### src/rtl/fpu_poly_horner_seq.sv
// Horner-method polynomial sequencer for the FPU transcendental unit.
// Walks the coefficient ROM from the top index down to zero and drives the
// shared FP80 add/mul unit with alternating multiply/add requests.
// Operands and results pass through unmodified; no arithmetic is done here.
//
// Arithmetic handshake: arith_req is a one-cycle pulse in a *_REQ state;
// arith_op/arith_a/arith_b stay stable from that cycle until the cycle in
// which arith_done is sampled (only *_WAIT states sample arith_done; a
// pulse seen in any other state is ignored).
module fpu_poly_horner_seq (
    input  logic        clk,
    input  logic        reset,
    input  logic        start,
    input  logic [3:0]  poly_select,
    input  logic [79:0] x_in,
    output logic [3:0]  rom_poly_select,
    output logic [3:0]  rom_coeff_index,
    input  logic [79:0] rom_coefficient,
    output logic        arith_req,
    output logic        arith_op,
    output logic [79:0] arith_a,
    output logic [79:0] arith_b,
    input  logic        arith_done,
    input  logic [79:0] arith_result,
    output logic        busy,
    output logic        done,
    output logic        error,
    output logic [79:0] result,
    output logic [3:0]  state_dbg
);

    typedef enum logic [3:0] {
        S_IDLE      = 4'd0,
        S_LOAD      = 4'd1,
        S_MUL_REQ   = 4'd2,
        S_MUL_WAIT  = 4'd3,
        S_ADD_REQ   = 4'd4,
        S_ADD_WAIT  = 4'd5,
        S_FMUL_REQ  = 4'd6,
        S_FMUL_WAIT = 4'd7,
        S_DONE      = 4'd8
    } state_t;

    state_t      state;
    state_t      state_nxt;
    logic [79:0] acc;
    logic [79:0] x_reg;
    logic        err_reg;
    logic        sel_ok;
    logic [3:0]  top_index;

    // Only F2XM1 (0) and LOG2 (1) have coefficient tables.
    assign sel_ok    = (poly_select == 4'd0) || (poly_select == 4'd1);
    assign top_index = (poly_select == 4'd1) ? 4'd7 : 4'd5;

    // State register.
    always_ff @(posedge clk) begin
        if (reset) begin
            state <= S_IDLE;
        end else begin
            state <= state_nxt;
        end
    end

    // Next-state logic: one mul/add pair per coefficient, then a final mul.
    always_comb begin
        state_nxt = state;
        case (state)
            S_IDLE:      if (start) state_nxt = sel_ok ? S_LOAD : S_DONE;
            S_LOAD:      state_nxt = S_MUL_REQ;
            S_MUL_REQ:   state_nxt = S_MUL_WAIT;
            S_MUL_WAIT:  if (arith_done) state_nxt = S_ADD_REQ;
            S_ADD_REQ:   state_nxt = S_ADD_WAIT;
            S_ADD_WAIT:  if (arith_done) state_nxt = (rom_coeff_index == 4'd0) ? S_FMUL_REQ : S_MUL_REQ;
            S_FMUL_REQ:  state_nxt = S_FMUL_WAIT;
            S_FMUL_WAIT: if (arith_done) state_nxt = S_DONE;
            S_DONE:      state_nxt = S_IDLE;
            default:     state_nxt = S_IDLE;
        endcase
    end

    // Datapath registers: argument, accumulator, ROM address, final result.
    always_ff @(posedge clk) begin
        if (reset) begin
            acc             <= 80'd0;
            x_reg           <= 80'd0;
            result          <= 80'd0;
            err_reg         <= 1'b0;
            rom_poly_select <= 4'd0;
            rom_coeff_index <= 4'd0;
        end else begin
            case (state)
                S_IDLE: begin
                    if (start) begin
                        if (sel_ok) begin
                            x_reg           <= x_in;
                            rom_poly_select <= poly_select;
                            rom_coeff_index <= top_index;
                            err_reg         <= 1'b0;
                        end else begin
                            err_reg <= 1'b1;
                            result  <= 80'd0;
                        end
                    end
                end
                S_LOAD: begin
                    acc             <= rom_coefficient;
                    rom_coeff_index <= rom_coeff_index - 4'd1;
                end
                S_MUL_WAIT: begin
                    if (arith_done) acc <= arith_result;
                end
                S_ADD_WAIT: begin
                    if (arith_done) begin
                        acc <= arith_result;
                        if (rom_coeff_index != 4'd0) rom_coeff_index <= rom_coeff_index - 4'd1;
                    end
                end
                S_FMUL_WAIT: begin
                    if (arith_done) begin
                        acc    <= arith_result;
                        result <= arith_result;
                    end
                end
                default: ;
            endcase
        end
    end

    // Outputs decoded from state; operands are gated to zero outside operations.
    always_comb begin
        busy      = (state != S_IDLE);
        done      = (state == S_DONE);
        error     = (state == S_DONE) && err_reg;
        arith_req = (state == S_MUL_REQ) || (state == S_ADD_REQ) || (state == S_FMUL_REQ);
        arith_op  = 1'b0;
        arith_a   = 80'd0;
        arith_b   = 80'd0;
        case (state)
            S_MUL_REQ, S_MUL_WAIT, S_FMUL_REQ, S_FMUL_WAIT: begin
                arith_op = 1'b1;
                arith_a  = acc;
                arith_b  = x_reg;
            end
            S_ADD_REQ, S_ADD_WAIT: begin
                arith_op = 1'b0;
                arith_a  = acc;
                arith_b  = rom_coefficient;
            end
            default: ;
        endcase
        state_dbg = state;
    end

endmodule

### config.mk
export PLATFORM = sky130hd
export DESIGN_NAME = fpu_poly_horner_seq
export DESIGN_NICKNAME = d
export VERILOG_FILES = /design/src/rtl/fpu_poly_horner_seq.sv
export SDC_FILE = /design/constraint.sdc
export NUM_CORES = 1
export LEC_CHECK = 0
export CAP_MARGIN = 20
export CORE_AREA = 3 3 197 199
export CTS_CLUSTER_DIAMETER = 40
export DETAILED_ROUTE_END_ITERATION = 10
export DIE_AREA = 0 0 200 202
export PLACE_DENSITY_LB_ADDON = 0.12
export SLEW_MARGIN = 10
export SYNTH_ARGS = -nofsm -noshare
export SYNTH_HDL_FRONTEND = slang
export SYNTH_SLANG_ARGS = --single-unit
### constraint.sdc
create_clock -name clk -period 2.3 [get_ports clk]
set_input_delay 0.345 -clock clk [delete_from_list [all_inputs] [get_ports clk]]
set_output_delay 0.345 -clock clk [all_outputs]
set_load 0.1 [all_outputs]
==> out/metrics.cfg, run 1 <==
[routing]
vias_per_cell=4.99
vias=11100
drcViolationCount=0
ant_nets=0
drtIter0Drc=538
wire_per_inst_um=23.1
drt-total-wl_um=51200
first_pass_iters=5

[yosys]
syn_inst=1156
synthTopCellsByCount=dfxtp_1, nand2_1, a22o_1
synth-edff-count=0
syn_area_um2=10700
synthTopCellsByArea=dfxtp_1, a22o_1, mux2i_1, nand2_1, a211oi_1
synth_top_area_share_pct=47.4
synth_seq_cells=253
ys_warn_count=0
synth_largest_area_cell=dfxtp_1
ys_seq_area_share_pct=47.4
syn_nets=1406
ys_types=42
avgSynthCellArea_um2=9.24
synthArstFlopShare_pct=0
synth_top_flop_cell=dfxtp_1
synth.most_common_cell=dfxtp_1

[cts]
clockBufferDepth=3
path_clk_slew_ns=0.05
hold_buffers=0
cts_tree=done
cts_buffers=48
htree_levels=2
clkLatencyLatePin_ns=0.57
cts_sinks=253
root_buffer=clkbuf_16

[pwr]
power_density_nw_per_um2=616
ir_worst_vdd_uv=514
power_leakage_nw=7.45

[floorplan]
die_h_um=202
initial_core_util_pct=28.6
die_w_um=200
core_um2=37400
ios=505
row_count=71
dieArea_um2=40400

[hold_path]
hold_path_class=in2reg
hp-start=reset

[setup_path]
cp-start-kind=register
critPathArrivalTime_ns=1.97
crit_family=buffers and inverters
slowest_stage=dfxtp_4
cp_cell_sequence=buf_4 -> nor2b_4 -> nor2_4 -> buf_12 -> buf_16 -> nor2b_2 -> buf_12
crit_path_max_fanout=8
crit_buf_inv=4
cpPeakStageDelay_ns=0.33
cp-end-kind=primary output
cp-startpoint=state_dbg[3]$_SDFFE_PP0P_
crit_type=reg2out
cpMostUsedCell=buf_12
cp.required_ns=1.96
r2r_start=state_dbg[3]$_SDFFE_PP0P_

[timing]
finalHoldViolations=0
period_needed_ns=2.31
period_share_pct=101
setup_viol=7
clock_skew_ns=0.0240
fmax_mhz=432
tns_ns=-0.0530
rsz0062_at_grt=true
slew_headroom_pct=62.5
worst_pin_slew_ns=0.562
slew_violations=0
holdWs_ns=0.207
setup_ws_ns=-0.0129

[placed_design]
dp_cells=2091
dp_hpwl_um=33400
numPortBuffers=504
place.gp.congestion=0.843
dp_slack_ns=0.160

[grt]
grt_util_all_layers_pct=23.7
grt_overflow=0
antenna_found_initial=10
grt_pass1_vias=11300
grt_max_degree=81
grt_pass1_wl_um=72600

[finish]
syn_to_final_growth_pct=94.2
drive_gt1_share_pct=33.9
final_cells=2221
final_nets=1912

[run_status]
violations=setup timing
status=finished with violations

[run]
drv_cap=0

metrics by stage:
step / instance area, um2 / power [mW] / utilization [%]
2_1_floorplan: 11000 / 5.20 / -
3_3_place_gp: 18000 / 5.91 / 48.0
3_5_place_dp: 18000 / 5.92 / 48.0
4_1_cts: 20600 / 12.9 / 55.0
5_1_grt: 20800 / 13.2 / 55.5
6_report: 20800 / 12.8 / 55.5
area by class of cell:
| class | count | area, um2 |
|---|---|---|
| fill | 3271 | 16600 |
| clock inverter | 23 | 199 |
| sequential | 253 | 5080 |
| inverter | 5 | 18.8 |
| timing repair buffer | 566 | 7530 |
| tap | 511 | 639 |
| clock buffer | 66 | 1360 |
| multi-input combinational | 788 | 5900 |
| antenna | 9 | 22.5 |
placed cells by master, fill, tap and decap left out, types with 3 or more instances in the layout:
cell type	Yosys	final
nor2b_4	0	78
a22o_4	0	9
clkinv_2	0	11
nor2_4	0	3
a22o_2	0	70
buf_4	6	117
nor2b_1	85	3
dfxtp_4	0	3
dfxtp_1	253	249
inv_6	0	3
buf_16	0	16
clkbuf_1	76	11
clkbuf_16	0	56
clkinv_4	0	4
a21oi_1	85	85
nor3b_1	4	4
a211oi_1	81	81
clkdlybuf4s50_1	0	246
inv_1	4	4
clkinvlp_4	0	3
diode_2	0	9
a22o_1	160	81
nor2b_2	0	4
nor2_1	86	84
nor3_1	5	4
buf_12	0	178
nand2_1	164	164
clkbuf_8	0	5
mux2i_1	80	80
cells by family after synthesis:
| group | Yosys count | share of synthesized area (%) |
|---|---|---|
| fa+ha+maj | 2 | 0.234 |
| mux | 80 | 7.49 |
| simple gates | 365 | 15.8 |
| compound gates | 341 | 24.0 |
| flops | 253 | 47.4 |
| buf+inv | 115 | 5.09 |
report_power, final:
group / switching, mW / internal, mW
Sequential: 0.0714 / 4.50
Combinational: 0.724 / 0.702
Clock: 2.42 / 4.36
path summary, 6_finish.rpt:
| path | to | slack [ns] | cells after the start |
|---|---|---|---|
| max reg2reg | result[37]$_SDFFE_PP0P_ | 0.15 | 8 |
| min reg2reg | x_reg[50]$_SDFFE_PP0P_ | 0.45 | 2 |
| max | arith_a[3] | -0.01 | 7 |
| min | x_reg[14]$_SDFFE_PP0P_ | 0.21 | 2 |
per-layer routing:
metal / wire (um) / vias up / GRT usage, %
met4: 1730 / 2 / 9.77
li1: - / 5186 / -
met5: 13 / - / 0
met1: 20200 / 5361 / 28.1
met3: 3780 / 91 / 5.87
met2: 25500 / 432 / 40.8
repair_timing:
| item | in CTS | in global routing |
|---|---|---|
| resized for setup | 166 | 1 |
| endpoints found under the setup margin | 160 | 160 |
| buffers inserted | 12 | 2 |
| pin swaps | 2 | 2 |
| cloned | 12 | 6 |
Note: power is estimated with default switching activity, not from simulation.
==> run 2, diff against run 1 <==
--- a/config.mk
+++ b/config.mk
@@ -5,7 +5,6 @@
 export SDC_FILE = /design/constraint.sdc
 export NUM_CORES = 1
 export LEC_CHECK = 0
-export CAP_MARGIN = 20
 export CORE_AREA = 3 3 197 199
 export CTS_CLUSTER_DIAMETER = 40
 export DETAILED_ROUTE_END_ITERATION = 10
==> results of run 2 <==
Same layout as run 1: the final DEF is identical, and so are final timing and power.
==> run 3, diff against run 2 <==
--- a/config.mk
+++ b/config.mk
@@ -5,11 +5,15 @@
 export SDC_FILE = /design/constraint.sdc
 export NUM_CORES = 1
 export LEC_CHECK = 0
-export CORE_AREA = 3 3 197 199
+export CELL_PAD_IN_SITES_DETAIL_PLACEMENT = 0
+export CELL_PAD_IN_SITES_GLOBAL_PLACEMENT = 2
+export CORE_MARGIN = 3
+export CORE_UTILIZATION = 23
+export CTS_BUF_LIST = sky130_fd_sc_hd__clkbuf_16
 export CTS_CLUSTER_DIAMETER = 40
 export DETAILED_ROUTE_END_ITERATION = 10
-export DIE_AREA = 0 0 200 202
 export PLACE_DENSITY_LB_ADDON = 0.12
+export REMOVE_ABC_BUFFERS = 1
 export SLEW_MARGIN = 10
 export SYNTH_ARGS = -nofsm -noshare
 export SYNTH_HDL_FRONTEND = slang
==> run 3 against run 2 <==
Effect of this change:
- the flow still finishes with violations (setup timing)
- clock-buffer cell count is 15 lower
- utilization down 8.1 points
- sequential cell count is the same
- register-to-register slack improved by 0.11 ns
- worst hold slack worse by 0.11 ns
- via count about the same
- clock skew down 0.0050 ns
- largest power group unchanged
- highest routed layer unchanged
==> out/metrics.cfg, run 3 (synthesized netlist as in run 1, its figures left out) <==
[timing]
setup_viol=130
period_share_pct=105
holdWs_ns=0.0986
rsz0062_at_grt=true
slew_headroom_pct=61.9
fmax_mhz=414
finalHoldViolations=0
setup_ws_ns=-0.113
tns_ns=-6.93
clock_skew_ns=0.0189
period_needed_ns=2.41
slew_violations=0
worst_pin_slew_ns=0.572

[setup_path]
crit_type=reg2out
crit_path_max_fanout=41
cp.required_ns=1.96
cp-start-kind=register
cp-end-kind=primary output
critPathArrivalTime_ns=2.07

[cts]
htree_levels=2
cts_buffers=51
root_buffer=clkbuf_16
clockBufferDepth=3
clkLatencyLatePin_ns=0.58
cts_sinks=253
cts_tree=done
path_clk_slew_ns=0.04

[routing]
dr_wl_met3_um=4170
wl_met2_um=26600
drt-total-wl_um=55700
met1_length_um=23100
routed.top_layer=met5
drcViolationCount=0
ant_nets=0
vias_per_cell=4.72
vias=11100
first_pass_iters=5
drtIter0Drc=588
wire_per_inst_um=23.7

[run]
drv_cap=0

[floorplan]
die_w_um=222
row_count=78
core_um2=45700
ios=505
die_h_um=222
initial_core_util_pct=23.4
dieArea_um2=49100

[grt]
grt_max_degree=103
grt_util_all_layers_pct=21.8
grt_overflow=0
antenna_found_initial=17
grt_pass1_vias=11500
grt_pass1_wl_um=80400

[pwr]
ir_worst_vdd_uv=457
power_density_nw_per_um2=627
power_mw=13.5
power_leakage_nw=8.10

[finish]
fin_util_pct=47.4
drive_gt1_share_pct=33.4
syn_to_final_growth_pct=102
final_nets=1940
final_common_cell=dfxtp_1
layout_common_cells=dfxtp_1, clkdlybuf4s50_1, buf_12

[placed_design]
place.gp.congestion=0.795
dp_slack_ns=-0.189
numPortBuffers=504
dp_hpwl_um=36100

[run_status]
status=finished with violations
violations=setup timing

[hold_path]
hold_path_class=in2reg

==> run 3: cell types whose count changed in the layout (fill, tap and decap cells not counted), moves of 6 or more <==
cell / delta
a22o_1: +9
clkinvlp_4: +6
nor2b_2: +21
clkbuf_1: -11
bufinv_16: +6
a22o_4: +61
nor2b_4: -39
a22o_2: -70
nor2b_1: +18
buf_12: +14
==> run 3: report_power, final <==
part / leakage, nW / internal (mW) / switching [mW]
logic: 5.20 / 0.715 / 0.729
registers: 2.04 / 4.50 / 0.0765
clock network: 0.851 / 4.94 / 2.59
==> run 3: per-layer routing <==
metal,vias up,global-route usage (%)
li1,5278,-
met1,5304,26.3
met2,390,35.6
met3,92,7.08
met4,6,9.47
met5,-,0
==> run 3: area by class of cell <==
class,instances,area [um2]
fillers,4280,24000
repair buffers,587,7860
multi-input cells,792,6150
flip-flops and latches,253,5070
clock buffers,51,1280
well taps,600,751
clock inverters,44,468
diodes,14,35.0
inverters,5,18.8
==> run 3: timing repair <==
| action | 4_1_cts | 5_1_grt |
|---|---|---|
| setup endpoints to repair | 161 | 160 |
| cloned | 17 | 5 |
| hold buffers | 0 | 0 |
| pin swaps | 35 | 28 |
| gates resized for setup | 162 | 67 |
| setup buffers | 24 | 5 |
==> run 3: critical path, stage by stage, from the launching register on <==
cell	delay [ns]
dfxtp_2	0.32
buf_4	0.13
nor2b_4	0.18
buf_6	0.15
nor2_4	0.05
buf_12	0.18
nor2b_1	0.25
buf_12	0.21
==> run 3: worst paths after layout <==
path                                  start                   endpoint  slack, ns  cells after the start
setup / recovery  state_dbg[3]$_SDFFE_PP0P_                arith_a[74]      -0.11                      7
hold / removal                        reset  state_dbg[3]$_SDFFE_PP0P_        0.1                      2
setup reg to reg  state_dbg[3]$_SDFFE_PP0P_    result[49]$_SDFFE_PP0P_       0.26                      7
hold reg to reg       x_reg[5]$_SDFFE_PP0P_      x_reg[5]$_SDFFE_PP0P_       0.46                      2
==> run 3: stage by stage <==
step	cells	cell area (um2)
floorplan	1046	10200
global placement	2190	17900
detailed placement	2190	17900
CTS	2325	21100
global route	2345	21600
finish	2346	21600
